==> src/rtl/fusion_accumulator_if.sv <==
// rtl/fusion_accumulator_if.sv - control, beat and result handshake bundle for fusion_accumulator
// FUSION_ACC_SAT_EN adds the out_sat result flag.
interface fusion_accumulator_if #(
    parameter int ACC_W = 32,
    parameter int CNT_W = 8
);
    logic                    start;
    logic [CNT_W-1:0]        len;
    logic [1:0]              mode;
    logic                    flush;
    logic                    in_valid;
    logic                    in_ready;
    logic signed [15:0]      q0;
    logic signed [15:0]      q1;
    logic signed [15:0]      q2;
    logic signed [15:0]      q3;
    logic                    out_valid;
    logic                    out_ready;
    logic signed [ACC_W-1:0] out_data;
    logic                    busy;
`ifdef FUSION_ACC_SAT_EN
    logic                    out_sat;
`endif

    modport master (
        output start, len, mode, flush, in_valid, q0, q1, q2, q3, out_ready,
`ifdef FUSION_ACC_SAT_EN
        input  out_sat,
`endif
        input  in_ready, out_valid, out_data, busy
    );

    modport slave (
        input  start, len, mode, flush, in_valid, q0, q1, q2, q3, out_ready,
`ifdef FUSION_ACC_SAT_EN
        output out_sat,
`endif
        output in_ready, out_valid, out_data, busy
    );
endinterface

==> src/rtl/fusion_accumulator.sv <==
// rtl/fusion_accumulator.sv - shift-combines quarter products and accumulates a dot product
// FUSION_ACC_SAT_EN: clamp each partial sum to ACC_W signed range and report a sticky out_sat.
module fusion_accumulator #(
    parameter int ACC_W = 32,
    parameter int CNT_W = 8
) (
    input logic                 clk,
    input logic                 rst,
    fusion_accumulator_if.slave bus
);
    if (ACC_W < 26 || ACC_W > 48) begin : g_bad_acc_w
        $error("fusion_accumulator: ACC_W must be within 26..48");
    end

    typedef enum logic [1:0] {IDLE, ACCUM, DRAIN} state_t;

    state_t                  state_q;
    logic signed [ACC_W-1:0] acc_q;
    logic [CNT_W-1:0]        cnt_q;
    logic [1:0]              mode_q;
    logic                    out_valid_q;
    logic signed [ACC_W-1:0] out_data_q;

    logic signed [ACC_W-1:0] q0_x, q1_x, q2_x, q3_x;
    logic signed [ACC_W-1:0] term_d;
    logic signed [ACC_W-1:0] acc_d;
`ifdef FUSION_ACC_SAT_EN
    logic signed [ACC_W:0]   sum_w;
    logic                    sat_hit_d;
    logic                    sat_q;
`endif

    always_comb begin
        q0_x = {{(ACC_W-16){bus.q0[15]}}, bus.q0};
        q1_x = {{(ACC_W-16){bus.q1[15]}}, bus.q1};
        q2_x = {{(ACC_W-16){bus.q2[15]}}, bus.q2};
        q3_x = {{(ACC_W-16){bus.q3[15]}}, bus.q3};
        // 8b mode weights the cross products by 16 and hi*hi by 256; narrower modes just reduce lanes
        if (mode_q == 2'b00) begin
            term_d = q0_x + (q1_x <<< 4) + (q2_x <<< 4) + (q3_x <<< 8);
        end else begin
            term_d = q0_x + q1_x + q2_x + q3_x;
        end
`ifdef FUSION_ACC_SAT_EN
        sum_w     = {acc_q[ACC_W-1], acc_q} + {term_d[ACC_W-1], term_d};
        sat_hit_d = 1'b0;
        acc_d     = sum_w[ACC_W-1:0];
        if (sum_w[ACC_W] != sum_w[ACC_W-1]) begin
            sat_hit_d = 1'b1;
            acc_d     = sum_w[ACC_W] ? {1'b1, {(ACC_W-1){1'b0}}} : {1'b0, {(ACC_W-1){1'b1}}};
        end
`else
        acc_d = acc_q + term_d;
`endif
    end

    always_ff @(posedge clk) begin
        if (rst) begin
            state_q     <= IDLE;
            acc_q       <= '0;
            cnt_q       <= '0;
            mode_q      <= 2'b00;
            out_valid_q <= 1'b0;
            out_data_q  <= '0;
`ifdef FUSION_ACC_SAT_EN
            sat_q       <= 1'b0;
`endif
        end else if (bus.flush) begin
            state_q     <= IDLE;
            acc_q       <= '0;
            cnt_q       <= '0;
            out_valid_q <= 1'b0;
        end else begin
            case (state_q)
                IDLE: begin
                    if (bus.start && bus.len != '0 && bus.mode != 2'b11) begin
                        cnt_q   <= bus.len;
                        mode_q  <= bus.mode;
                        acc_q   <= '0;
                        state_q <= ACCUM;
`ifdef FUSION_ACC_SAT_EN
                        sat_q   <= 1'b0;
`endif
                    end
                end
                ACCUM: begin
                    if (bus.in_valid) begin
                        acc_q <= acc_d;
                        cnt_q <= cnt_q - 1'b1;
`ifdef FUSION_ACC_SAT_EN
                        sat_q <= sat_q | sat_hit_d;
`endif
                        if (cnt_q == CNT_W'(1)) begin
                            out_data_q  <= acc_d;
                            out_valid_q <= 1'b1;
                            state_q     <= DRAIN;
                        end
                    end
                end
                DRAIN: begin
                    if (bus.out_ready) begin
                        out_valid_q <= 1'b0;
                        state_q     <= IDLE;
                    end
                end
                default: state_q <= IDLE;
            endcase
        end
    end

    assign bus.in_ready  = (state_q == ACCUM);
    assign bus.busy      = (state_q != IDLE);
    assign bus.out_valid = out_valid_q;
    assign bus.out_data  = out_data_q;
`ifdef FUSION_ACC_SAT_EN
    assign bus.out_sat   = sat_q;
`endif
endmodule
==> src/flat_wrapper.sv <==
// flat-port wrapper written by rule: the top's interface ports become plain ports
module fusion_accumulator_flat 
#(
    parameter int ACC_W = 32,
    parameter int CNT_W = 8
)
  (clk, rst, bus_start, bus_len, bus_mode, bus_flush, bus_in_valid, bus_q0, bus_q1, bus_q2, bus_q3, bus_out_ready, bus_in_ready, bus_out_valid, bus_out_data, bus_busy);
  fusion_accumulator_if #(.ACC_W(ACC_W), .CNT_W(CNT_W)) bus_i ();
  input logic clk;
  input logic rst;
  input wire logic [$bits(bus_i.start)-1:0] bus_start;
  input wire logic [$bits(bus_i.len)-1:0] bus_len;
  input wire logic [$bits(bus_i.mode)-1:0] bus_mode;
  input wire logic [$bits(bus_i.flush)-1:0] bus_flush;
  input wire logic [$bits(bus_i.in_valid)-1:0] bus_in_valid;
  input wire logic [$bits(bus_i.q0)-1:0] bus_q0;
  input wire logic [$bits(bus_i.q1)-1:0] bus_q1;
  input wire logic [$bits(bus_i.q2)-1:0] bus_q2;
  input wire logic [$bits(bus_i.q3)-1:0] bus_q3;
  input wire logic [$bits(bus_i.out_ready)-1:0] bus_out_ready;
  output wire logic [$bits(bus_i.in_ready)-1:0] bus_in_ready;
  output wire logic [$bits(bus_i.out_valid)-1:0] bus_out_valid;
  output wire logic [$bits(bus_i.out_data)-1:0] bus_out_data;
  output wire logic [$bits(bus_i.busy)-1:0] bus_busy;
  assign bus_i.start = bus_start;
  assign bus_i.len = bus_len;
  assign bus_i.mode = bus_mode;
  assign bus_i.flush = bus_flush;
  assign bus_i.in_valid = bus_in_valid;
  assign bus_i.q0 = bus_q0;
  assign bus_i.q1 = bus_q1;
  assign bus_i.q2 = bus_q2;
  assign bus_i.q3 = bus_q3;
  assign bus_i.out_ready = bus_out_ready;
  assign bus_in_ready = bus_i.in_ready;
  assign bus_out_valid = bus_i.out_valid;
  assign bus_out_data = bus_i.out_data;
  assign bus_busy = bus_i.busy;
  fusion_accumulator #(.ACC_W(ACC_W), .CNT_W(CNT_W)) u_core (.clk(clk), .rst(rst), .bus(bus_i));
endmodule
==> config.mk <==
export PLATFORM = sky130hd
export DESIGN_NAME = fusion_accumulator_flat
export DESIGN_NICKNAME = d
export VERILOG_FILES = /design/src/rtl/fusion_accumulator_if.sv /design/src/rtl/fusion_accumulator.sv /design/src/flat_wrapper.sv
export SDC_FILE = /design/constraint.sdc
export NUM_CORES = 1
export LEC_CHECK = 0
export BUFFER_PORTS_ARGS = -buffer_cell sky130_fd_sc_hd__buf_4
export CORE_MARGIN = 5
export CORE_UTILIZATION = 55
export CTS_BUF_LIST = sky130_fd_sc_hd__clkbuf_8
export DETAILED_ROUTE_END_ITERATION = 8
export MAX_ROUTING_LAYER = met4
export PLACE_DENSITY = 0.82
export SLEW_MARGIN = 25
export SYNTH_ARGS = -nofsm -noshare
export SYNTH_HDL_FRONTEND = slang
export SYNTH_SLANG_ARGS = --single-unit
==> constraint.sdc <==
create_clock -name clk -period 6.7 [get_ports clk]
set_clock_uncertainty 0.15 [all_clocks]
set_input_delay 0.335 -clock clk [delete_from_list [all_inputs] [get_ports clk]]
set_output_delay 0.335 -clock clk [all_outputs]
set_load 0.03 [all_outputs]
==> metrics.md <==
| Metric | Value |
|---|---|
| Status | `finished clean` |
| Total number of vias | `around 8300` |
| Rel. slew slack | `a little over a third` |
| Slowest cell on the critical path | `fa_1` |
| Setup violations, final | `0` |
| Clock root cell | `clkbuf_8` |
| Commonest non-fill, non-tap cell in the layout | `buf_4` |
| Drt initial violations | `560` |
| Routed length per instance | `between 15 and 20 µm` |
| Antenna Violating Nets Remaining | `0` |
| ANT cells | `0` |
| Proportion of layout cells with a drive suffix above 1 | `roughly 25%` |
| Total clock sinks | `between 70 and 80` |
| Crit-path max FO | `3` |
| First-pass GRT wire length | `36380 µm` |
| FF-to-FF path depth | `16` |
| CTS clock-pin slew for the worst setup and hold paths | `around 80 ps` |
| HP Class | `input pin to flip-flop` |
| Leakage | `approximately 4.6 nW` |
| Max frequency | `about 0.15 GHz` |
| Minimum clock period | `6561 ps` |
| Die area | `around 17000 µm²` |
| Die H | `roughly 130 µm` |
| Hold path depth | `3` |
| Routing usage on met3 | `about 2.6%` |
| Area after DPL | `around 10000 µm²` |
| Commonest cells after routing, fill and taps aside | `204 x buf_4, 142 x nand2_1, 108 x a21oi_1` |
| Initial antenna violation count | `0` |
| Top_reg_cell synth | `dfxtp_1` |
| Top-Level Pins | `115` |
| Nets | `about 1400` |
| HPWL after DPL | `17780 µm` |
| Hold Vio Cnt, Final | `0` |
| Grt met1 use | `about a third` |
| Largest net degree at the start of global routing | `37` |
| Core Box Area | `between 10000 and 15000 µm²` |
| Yosys warns | `0` |
| RSZ-0062 raised after global routing | `yes` |
| CTS H-Tree Depth | `3` |
| Critical Setup Path Class | `input pin to flip-flop` |
| CP arrival | `approximately 6700 ps` |
| Total CTS buffers | `9` |
| Worst Tran Pin Value | `between 900 and 1000 ps` |
| Avg Synthesized Cell Area | `7.839 µm²` |
| Mapped Cells | `1046` |
| Design area | `between 10000 and 15000 µm²` |
| Final GP Congestion | `between 0.9 and 1` |
| Most used cell, CP | `a21oi_1` |
| Layout area overhead | `25.33%` |
| Clock Latency Late Sink | `350 ps` |
| Synthesized Nets | `about 1300` |
| Setup_tns | `0 ps` |
| Vias/cell | `between 5 and 6` |
| Post-synth EDFFs | `0` |
| Final Util | `70.44%` |
| Critical Path RT | `about 6800 ps` |
| FF+latch count, synth | `77` |
| Gr busiest metal | `met2` |
| Initial core utilization | `between 50 and 60%` |
| Sequential share of the synthesized area | `18.80%` |
| Vias in the first global route | `approximately 8000` |
| Final WL | `roughly 22000 µm` |
| Startpoint Class | `input pin` |
| Worst setup EP type | `flip-flop` |
| CTS tree | `yes` |
| VDD IR max | `about 120 µV` |
| Part of the cycle the worst path needs | `97.92%` |
| Die width | `132.1 µm` |
| Asr flop ratio synth | `0%` |
| Max-cap violations | `0` |
| Grt ovf | `0` |
| Netlist cell types | `71` |
| FP Rows | `44` |
| Max-slew violations | `0` |
| Critical path's largest stage delay | `roughly 490 ps` |
| GR Util met2 | `approximately two fifths` |
| Post-Syn Area | `between 8000 and 9000 µm²` |
| First-pass iteration count of the detailed router | `5` |
| Power Dens Cells | `just under 300 nW/µm²` |
| DRC Markers | `0` |
| Clock Path Buffers | `2` |
| GRT Total Usage | `between 20% and 30%` |
| I/O Buffers | `approximately 110` |
## cell usage after synthesis, types with 26 or more instances
library cell  count  share of area, %
nand2_1         142               6.5
a21oi_1         120               7.3
ha_1            100                15
nor2_1           84               3.8
dfxtp_1          77                19
o21ai_0          52               3.2
xnor2_1          44               4.7
inv_1            38               1.7
fa_1             36               8.8
nand3_1          35               2.1
a21o_1           29               2.7
clkbuf_1         29               1.3
xor2_1           28               3.0
nor3_1           26               1.6
## layout make-up
type | instances | area, µm²
inverter | 39 | 148.9
fill | 1201 | 4313
clock inverter | 5 | 28.78
tap | 184 | 230.2
clock buffer | 10 | 137.6
sequential | 77 | 1541
timing repair buffer | 207 | 1565
multi-input combinational | 897 | 6624
## final timing paths
path                                start                       to  slack [ps]
setup / recovery                bus_q2[2]         u_core.acc_q[31]         140
setup reg to reg         u_core.mode_q[1]         u_core.acc_q[31]        2830
hold reg to reg   u_core.bus.out_data[14]  u_core.bus.out_data[14]         310
hold / removal                bus_mode[0]         u_core.mode_q[0]          80
## per-stage QoR
| step | instances | hold WS (ps) | power [W] | worst slack (ps) |
|---|---|---|---|---|
| floorplan | 1046 | 286.2 | 0.001916 | 51.94 |
| global placement | 1395 | 291.8 | 0.002507 | -198.6 |
| detailed placement | 1395 | 297.9 | 0.002552 | -483.8 |
| CTS | 1410 | 77.89 | 0.002873 | 36.38 |
| global route | 1419 | 86.95 | 0.003269 | -247.8 |
| finish | 1419 | 84.73 | 0.003008 | 139.3 |
## flip-flops by register name (all words and copies together) (netlist names)
| signal | cells |
|---|---|
| u_core.acc_q | 32 |
| u_core.bus.out_data | 32 |
| u_core.bus.out_valid | 1 |
| u_core.cnt_q | 8 |
| u_core.mode_q | 2 |
| u_core.state_q | 2 |
## critical path: cells and delay by family
family	cells	cell delay, ps
AO/OA/AOI/OAI	17	3180
XOR/XNOR	2	270
adder cells (fa/ha/maj)	4	1320
buffers and inverters	2	280
multiplexers	1	310
AND/OR/NAND/NOR	6	970
## timing repair
item,CTS,global route
pin swaps,0,71
hold buffers,0,0
endpoints found under the setup margin,4,24
buffers inserted,0,9
gates resized for setup,7,76
## logic make-up after synthesis
logic type	count (synthesis)	synth area share, %
muxes	2	0.2594
AOI/OAI and AO/OA	334	26.10
and+or+nand+nor	352	19.35
adders and majority gates	136	24.05
DFF	77	18.80
xor gates and xnor gates	73	7.890
buffers and inverters	72	3.556
## per-layer routing
metal,vias up,part of all wire (%),wire length [µm]
met3,48,6.6,1452
li1,4130,-,-
met4,0,2.0,440
met1,3787,45,9877
met2,319,47,10270
met5,-,0,0
## where the power goes
part	internal (W)	switching, W
clock	0.000140	0.000168
sequential	0.000463	0.00000556
combinational	0.00104	0.00119
total	0.00164	0.00137
Note: power is estimated with default switching activity, not from simulation.
